$ cat src/rtl/dcache_pkg.sv
// Shared types and constants for the direct-mapped write-through data cache.
package dcache_pkg;

   localparam int WORD_W = 32;

   typedef enum logic [1:0] {
      IDLE  = 2'd0,
      RMISS = 2'd1,
      WRITE = 2'd2
   } dc_state_t;

endpackage

$ cat src/rtl/dcache_array.sv
// Valid/tag/data storage: combinational read port, synchronous write port, synchronous valid clear.
module dcache_array
   import dcache_pkg::*;
#(
   parameter int LINES = 16,
   parameter int IDX_W = $clog2(LINES),
   parameter int TAG_W = WORD_W - IDX_W - 2
) (
   input  logic              clk,
   input  logic              clr_i,
   input  logic [IDX_W-1:0]  rd_idx_i,
   output logic              rd_valid_o,
   output logic [TAG_W-1:0]  rd_tag_o,
   output logic [WORD_W-1:0] rd_data_o,
   input  logic              we_i,
   input  logic [IDX_W-1:0]  wr_idx_i,
   input  logic [TAG_W-1:0]  wr_tag_i,
   input  logic [WORD_W-1:0] wr_data_i
);

   typedef struct packed {
      logic              valid;
      logic [TAG_W-1:0]  tag;
      logic [WORD_W-1:0] data;
   } line_t;

   logic [LINES-1:0]  valid_q;
   logic [TAG_W-1:0]  tag_q  [LINES];
   logic [WORD_W-1:0] data_q [LINES];
   line_t             rd_line;

   assign rd_line    = '{valid: valid_q[rd_idx_i], tag: tag_q[rd_idx_i], data: data_q[rd_idx_i]};
   assign rd_valid_o = rd_line.valid;
   assign rd_tag_o   = rd_line.tag;
   assign rd_data_o  = rd_line.data;

   // Only the valid bits are cleared; stale tag/data are harmless once invalid.
   always_ff @(posedge clk) begin
      if (clr_i) begin
         valid_q <= '0;
      end else if (we_i) begin
         valid_q[wr_idx_i] <= 1'b1;
      end
   end

   always_ff @(posedge clk) begin
      if (we_i) begin
         tag_q[wr_idx_i]  <= wr_tag_i;
         data_q[wr_idx_i] <= wr_data_i;
      end
   end

endmodule

$ cat src/rtl/dcache_dm.sv
// Direct-mapped, write-through, no-write-allocate data cache with a multi-cycle memory handshake.
// Optional hit/miss counters are enabled by defining DCACHE_STATS_EN.
module dcache_dm
   import dcache_pkg::*;
#(
   parameter int LINES = 16
) (
   input  logic        clk,
   input  logic        reset,
   input  logic        MemReadM,
   input  logic        MemWriteM,
   input  logic [31:0] DataAdr,
   input  logic [31:0] WriteDataM,
   output logic [31:0] ReadDataM,
   output logic        StallM,
   output logic        mem_req,
   output logic        mem_we,
   output logic [31:0] mem_addr,
   output logic [31:0] mem_wdata,
   input  logic [31:0] mem_rdata,
   input  logic        mem_ack,
   output logic [1:0]  dbg_state_o
`ifdef DCACHE_STATS_EN
   ,
   output logic [31:0] hit_cnt,
   output logic [31:0] miss_cnt
`endif
);

   localparam int IDX_W = $clog2(LINES);
   localparam int TAG_W = WORD_W - IDX_W - 2;

   dc_state_t         state_q, state_d;
   logic [IDX_W-1:0]  idx;
   logic [TAG_W-1:0]  tag;
   logic              line_valid;
   logic [TAG_W-1:0]  line_tag;
   logic [WORD_W-1:0] line_data;
   logic              hit;
   logic              arr_we;
   logic [WORD_W-1:0] arr_wdata;

   assign idx = DataAdr[IDX_W+1:2];
   assign tag = DataAdr[31:IDX_W+2];
   assign hit = line_valid && (line_tag == tag);

   // The core holds address/data stable while stalled, so the request is driven straight through.
   assign mem_addr    = DataAdr & ~32'h3;
   assign mem_wdata   = WriteDataM;
   assign dbg_state_o = state_q;

   dcache_array #(.LINES(LINES), .IDX_W(IDX_W), .TAG_W(TAG_W)) u_array (
      .clk        (clk),
      .clr_i      (!reset),
      .rd_idx_i   (idx),
      .rd_valid_o (line_valid),
      .rd_tag_o   (line_tag),
      .rd_data_o  (line_data),
      .we_i       (arr_we),
      .wr_idx_i   (idx),
      .wr_tag_i   (tag),
      .wr_data_i  (arr_wdata)
   );

   always_comb begin
      state_d   = state_q;
      StallM    = 1'b0;
      ReadDataM = '0;
      mem_req   = 1'b0;
      mem_we    = 1'b0;
      arr_we    = 1'b0;
      arr_wdata = WriteDataM;
      if (reset) begin
         case (state_q)
            IDLE: begin
               if (MemWriteM) begin
                  StallM  = 1'b1;
                  state_d = WRITE;
               end else if (MemReadM) begin
                  if (hit) begin
                     ReadDataM = line_data;
                  end else begin
                     StallM  = 1'b1;
                     state_d = RMISS;
                  end
               end
            end
            RMISS: begin
               mem_req = 1'b1;
               if (mem_ack) begin
                  ReadDataM = mem_rdata;
                  arr_we    = 1'b1;
                  arr_wdata = mem_rdata;
                  state_d   = IDLE;
               end else begin
                  StallM = 1'b1;
               end
            end
            WRITE: begin
               mem_req = 1'b1;
               mem_we  = 1'b1;
               if (mem_ack) begin
                  // No write-allocate: only a line that already holds this address is refreshed.
                  arr_we  = hit;
                  state_d = IDLE;
               end else begin
                  StallM = 1'b1;
               end
            end
            default: state_d = IDLE;
         endcase
      end
   end

   always_ff @(posedge clk) begin
      if (!reset) begin
         state_q <= IDLE;
      end else begin
         state_q <= state_d;
      end
   end

`ifdef DCACHE_STATS_EN
   logic        hit_evt, miss_evt;
   logic [31:0] hit_cnt_q, miss_cnt_q;

   assign hit_evt  = reset && (state_q == IDLE) && !MemWriteM && MemReadM && hit;
   assign miss_evt = reset && (state_q == RMISS) && mem_ack;
   assign hit_cnt  = hit_cnt_q;
   assign miss_cnt = miss_cnt_q;

   always_ff @(posedge clk) begin
      if (!reset) begin
         hit_cnt_q  <= '0;
         miss_cnt_q <= '0;
      end else begin
         if (hit_evt)  hit_cnt_q  <= hit_cnt_q + 32'd1;
         if (miss_evt) miss_cnt_q <= miss_cnt_q + 32'd1;
      end
   end
`endif

endmodule

$ cat config.mk
export PLATFORM = sky130hd
export DESIGN_NAME = dcache_dm
export DESIGN_NICKNAME = d
export VERILOG_FILES = /design/src/rtl/dcache_pkg.sv /design/src/rtl/dcache_array.sv /design/src/rtl/dcache_dm.sv
export SDC_FILE = /design/constraint.sdc
export NUM_CORES = 1
export LEC_CHECK = 0
export CELL_PAD_IN_SITES_DETAIL_PLACEMENT = 0
export CELL_PAD_IN_SITES_GLOBAL_PLACEMENT = 1
export CORE_MARGIN = 5
export CORE_UTILIZATION = 57
export DETAILED_ROUTE_END_ITERATION = 8
export HOLD_SLACK_MARGIN = 0.1
export PLACE_DENSITY_LB_ADDON = 0.1
export SLEW_MARGIN = 10
export SYNTH_ARGS = -nofsm -noshare
export SYNTH_HDL_FRONTEND = slang
export SYNTH_SLANG_ARGS = --single-unit
export TNS_END_PERCENT = 50
$ cat constraint.sdc
create_clock -name clk -period 23.9 [get_ports clk]
set_input_delay 7.17 -clock clk [delete_from_list [all_inputs] [get_ports clk]]
set_output_delay 7.17 -clock clk [all_outputs]
set_load 0.01 [all_outputs]
# Word level (Yosys, flattened, before mapping)
# Memory sizes are Yosys's and may differ from the RTL's.
# Index checks and enable logic that the tools add are counted.
[totals]
ff_bits = 18
mem_bits_rw = 928
inputBits = 101
output_inout_bits = 101
mem_count = 2
[mem_list]
columns = ["name", "depth", "word_bits", "read_ports", "rd_ports_with_merged_regs", "wr", "line", "source"]
rows = [
  ["u_array.data_q", 16, 32, 1, 0, 1, "dcache_array.sv:29", "logic [WORD_W-1:0] data_q [LINES];"],
  ["u_array.tag_q", 16, 26, 1, 0, 1, "dcache_array.sv:28", "logic [TAG_W-1:0] tag_q [LINES];"],
]
[op_classes]
n_lt_le_gt_ge = 2
n_eq_ne = 6
n_mux = 34
n_bitwise = 1
n_reduce_logical = 5
[op_table]
columns = ["cell", "n"]
rows = [
  ["32-bit 2-to-1 mux", 8],
  ["32-bit case mux with 2 select lines", 1],
  ["26-bit == test", 1],
  ["1-bit 2-to-1 mux", 16],
  ["16-bit bitwise OR", 1],
  ["2-bit 2-to-1 mux", 4],
  ["3-bit inequality test, second input constant", 2],
  ["4-bit by 5-bit less-than comparator with 1-bit output, second input constant", 1],
  ["1-bit binary-select mux with 4-bit select", 1],
  ["1-bit demux with 4-bit select", 1],
  ["4-bit by 1-bit >= comparator with 1-bit output, second input constant", 1],
  ["1-bit case mux with 2 select lines", 2],
  ["2-bit case mux with 2 select lines", 1],
  ["3-bit AND reduction", 1],
  ["2-bit by 1-bit == test with 1-bit output, second input constant", 1],
  ["2-bit == test, second input constant", 1],
  ["1-bit logical AND", 2],
  ["2-bit zero test", 1],
  ["2-bit by 1-bit inequality test with 1-bit output, second input constant", 1],
  ["2-bit OR reduction", 1],
]

# Logic depth before layout (Yosys ltp)
[depth]
word_depth = 8
mapped_depth = 15
ltp_nobuf = 9

# Cells and area by module
# From an unflattened synthesis, not the netlist that was laid out.
[unflattened]
hier_cells = 1857
hier_area_um2 = 37460.9
[modules_own_cells]
columns = ["module", "instances", "cells_per_inst", "area_per_inst_um2", "seq_area_each_um2"]
rows = [
  ["dcache_array", 1, 1506, 35323.9, 28187.0],
  ["dcache_dm", 1, 351, 2137.0, 40.0],
]

# Worst setup path after synthesis
# OpenSTA, ideal clock, no wires.
[synth_path]
path_type = "input port to output port"
from = "in DataAdr[5]"
to = "out ReadDataM[10]"
t_arrival_ps = 9777
required_ps = 16730
setup_slack_ps = 6953
stages = 14
n_path_buf = 5
path_cell_list = "buf_2 -> buf_6 -> buf_2 -> buf_2 -> mux4_2 -> mux2i_1 -> nor2_1 -> nor3_1 -> nand3_1 -> a211oi_1 -> nand4_2 -> or2_4 -> buf_6 -> o21ai_2"
[synth_between]
elab_chain_len = 8
elab_cells_between_ends = 11
[synth_lines]
columns = ["element", "line", "source"]
rows = [
  ["from (decl)", "dcache_dm.sv:12", "input logic [31:0] DataAdr,"],
  ["memory 16 x 26 bit / 1-bit binary-select mux with 4-bit select (equally long branches)", "--", ""],
  ["26-bit == test / 1-bit 2-to-1 mux (equally long branches)", "dcache_dm.sv:45, dcache_array.sv:32", ""],
  ["1-bit logical AND", "dcache_dm.sv:45", "assign hit = line_valid && (line_tag == tag);"],
  ["32-bit 2-to-1 mux (*)", "dcache_dm.sv:80", "if (hit) begin"],
  ["32-bit 2-to-1 mux (*)", "dcache_dm.sv:79", "end else if (MemReadM) begin"],
  ["32-bit 2-to-1 mux (*)", "dcache_dm.sv:76", "if (MemWriteM) begin"],
  ["32-bit case mux with 2 select lines (*)", "dcache_dm.sv:74", "case (state_q)"],
  ["32-bit 2-to-1 mux (*)", "dcache_dm.sv:73", "if (reset) begin"],
  ["to (decl)", "dcache_dm.sv:14", "output logic [31:0] ReadDataM,"],
]
# Mark *: on every way between the ends. The rest lies on a longest branch, timed or not. The select of a mux whose other input is x is not followed.

# Final worst setup path
[layout_path]
from = "in DataAdr[3]"
to = "out ReadDataM[31]"
# The elaborated chain is that of the path after synthesis.

==> results.md <==
- Status: complete, no violations
- Clk Tree Root Cell: clkbuf_16
- DP Wirelength: 45.4 mm
- Overflow after GRT: 0
- Final setup violation count: 0
- Critical Path RT: 16.73 ns
- Worst-Margin Slew: 1.13 ns
- Final wirelength: 85.8 mm
- Final Wtd Congestion: 0.755
- Routed vias: 18863
- Critical path buffers and inverters: 3
- # clock sinks: 946
- Fmax: 48.7 MHz
- Ant diodes: 0
- Async SR Flop Fraction: 0
- Initial antenna violation count: 1
- Grt met2 use: 0.401
- Post-synth EDFFs: 928
- Fin crit period: 20.54 ns
- Final hold violation count: 0
- Die footprint: 72300 um^2
- Pwr Density: 79.0 nW/um^2
- CP max FO: 84
- Total global-route track usage: 0.239
- Die Y-Extent: 269 um
- CORE AREA: 66800 um^2
- Max_cap viols: 0
- Starting Density: 0.572
- CP startpoint kind: input pin
- Ports: 202
- CTS H-tree depth: 3
- Tcrit/Tclk final: 0.860
- Initial DRC count: 1717
- Hold WS: 0.459 ns
- Main synth FF type: edfxtp_1
- Cell Area, Synth: 38200 um^2
- Cts repair resizes: 0
- Peak supply drop: 0.0000709 V
- Largest net degree at the start of global routing: 85
- Met1 global-route usage: 0.347
- Port Buffers: 197
- Worst path slowest cell: nor2b_1
- DR WL/cell: 28.3 um
- Clk_lat worst skew: 0.64 ns
- #FFs+latches synth: 946
- DR DRC count: 0
- Grt peak-use layer: met2
- Synth Instances: 1905
- Hold buffer count at CTS: 0
- Vias/cell: 6.23
- Layout area overhead: 14.2%
- Tot Pwr: 0.00345 W
- Fin Setup TNS: 0 ns
- Drt first pass iters: 8
- CP peak stage delay: 0.82 ns
- Num rows: 95
- Crit path max-delay family: compound AO/OA/AOI/OAI gates
- Synth unique cells: 64
- CP Cell Sequence: buf_6, buf_4, nor2b_1, a22oi_1, a21o_1, a221oi_1, a32oi_1, a2111oi_2, nand4_2, or2_4, o21ai_0, clkdlybuf4s50_1
- Number of routed nets with antenna violations: 0
- CTS buffer count: 94
- Post-synthesis sequential area ratio: 0.739
- Clock Path Buffers: 3
- CTS clk-pin slew, worst paths: 0.06 ns
- First-pass GRT wire length: 126 mm
- Non-Filler Instances: 3027
- Clock Skew: 0.0223 ns
- Arr. time, crit path: 13.37 ns
- Slew Limit Headroom: 0.244
- Leakage power: 14.2 nW
- RSZ-0062 raised after global routing: false
- Ys Warns: 0
- Worst hold path type: reg -> reg
- Share of layout cells above drive strength 1: 0.220
- Met3 usage: 0.0327
- Die width: 269 um
- Syn Area/Cell: 20.1 um^2
- Final-report max-slew violation count: 0
- Critical Path Sink Type: output port
- Critical path type: in -> out
- Vias in the first global route: 19552
- Fin nets: 2185
- Post-CTS Setup Repair Bufs: 0
- CTS tree: yes
- Placed cells: 2857
state kept, by name, indices dropped and copies added (netlist names):
register and count:
u_array.valid_q 16, dbg_state_o 2, u_array.data_q 512, u_array.tag_q 416
placed cells by master (no fill, tap or decap), types with 14 or more instances in the layout:
cell type and n:
dfxtp_1 18, edfxtp_1 928, and3_1 17, buf_4 45
xnor2_1 20, inv_1 39, a22oi_1 25, clkinv_2 16
nor2_1 14, nand2_1 119, clkinv_1 16, o21ai_2 30
nand3_1 26, clkdlybuf4s50_1 193, clkbuf_1 18, mux2i_1 102
clkbuf_16 95, mux4_2 227
metrics by stage:
step / area (um^2) / setup slack, ns / util
floorplan: 38200 / 6.95 / -
CTS: 43700 / 3.49 / 0.653
global placement: 40700 / 3.47 / 0.609
detailed placement: 40700 / 3.51 / 0.609
finish: 43700 / 3.36 / 0.653
global route: 43700 / 3.16 / 0.653
worst register-to-register path: cells and delay by family (launching register included):
kind	cells	cell delay [ns]
buffers and inverters	1	0.76
AND/OR/NAND/NOR	2	1.28
multiplexers	2	0.95
flip-flops	1	0.36
AO/OA/AOI/OAI	5	1.77
Yosys cell counts, drive strengths merged (5+ instances only):
cell type	instances	area, um^2
o211ai	5	37.5
edfxtp	928	27900
nand4	6	43.8
mux2	9	101
and3	18	113
dfxtp	18	360
mux4	227	5110
nand2	119	447
nor2b	10	62.6
a32o	6	60.1
nor2	25	96.4
a22oi	25	188
inv	39	146
nand3	27	135
and2	13	81.3
a221oi	10	87.6
xor2	10	87.6
buf	120	863
a22o	13	114
a31oi	6	37.5
mux2i	102	1020
clkbuf	43	161
a21oi	12	60.1
o21ai	45	349
xnor2	20	175
area by class of cell:
class | instances | area, um^2
clock buffers | 113 | 2440
fillers | 4457 | 23200
inverters | 39 | 146
multi-input cells | 758 | 8920
flip-flops and latches | 946 | 28200
repair buffers | 241 | 2310
clock inverters | 57 | 517
well taps | 873 | 1090
layer usage:
metal,vias to the layer above,wire [um]
li1,8079,-
met4,0,1260
met3,84,5900
met2,704,43100
met1,9996,35500
met5,-,0
power by group:
group | switching, W | internal [W]
Clock | 0.000604 | 0.000816
Combinational | 0.000113 | 0.0000872
Sequential | 0.00000111 | 0.00183
Total | 0.000718 | 0.00273
logic make-up (layout without fill, tap and decap cells):
logic type | after synthesis | count (layout) | synth area share
flip-flops | 946 | 946 | 0.739
multiplexers | 338 | 338 | 0.163
AND/OR/NAND/NOR | 234 | 234 | 0.0284
buffers and inverters | 202 | 450 | 0.0306
AO/OA/AOI/OAI | 150 | 150 | 0.0308
XOR/XNOR | 30 | 30 | 0.00688
adder cells (fa/ha/maj) | 4 | 4 | 0.00131
other | 1 | 2 | 0.0000981
final timing paths:
path	start	to	slack, ns	cells past startpoint
setup reg to reg	u_array.tag_q[10][23]	u_array.data_q[4][26]	18.25	10
setup / recovery	DataAdr[3]	ReadDataM[31]	3.36	12
hold reg to reg	u_array.valid_q[12]	u_array.valid_q[12]	0.46	2
hold / removal	u_array.valid_q[12]	u_array.valid_q[12]	0.46	2
Power figures use the tool's default switching activity.
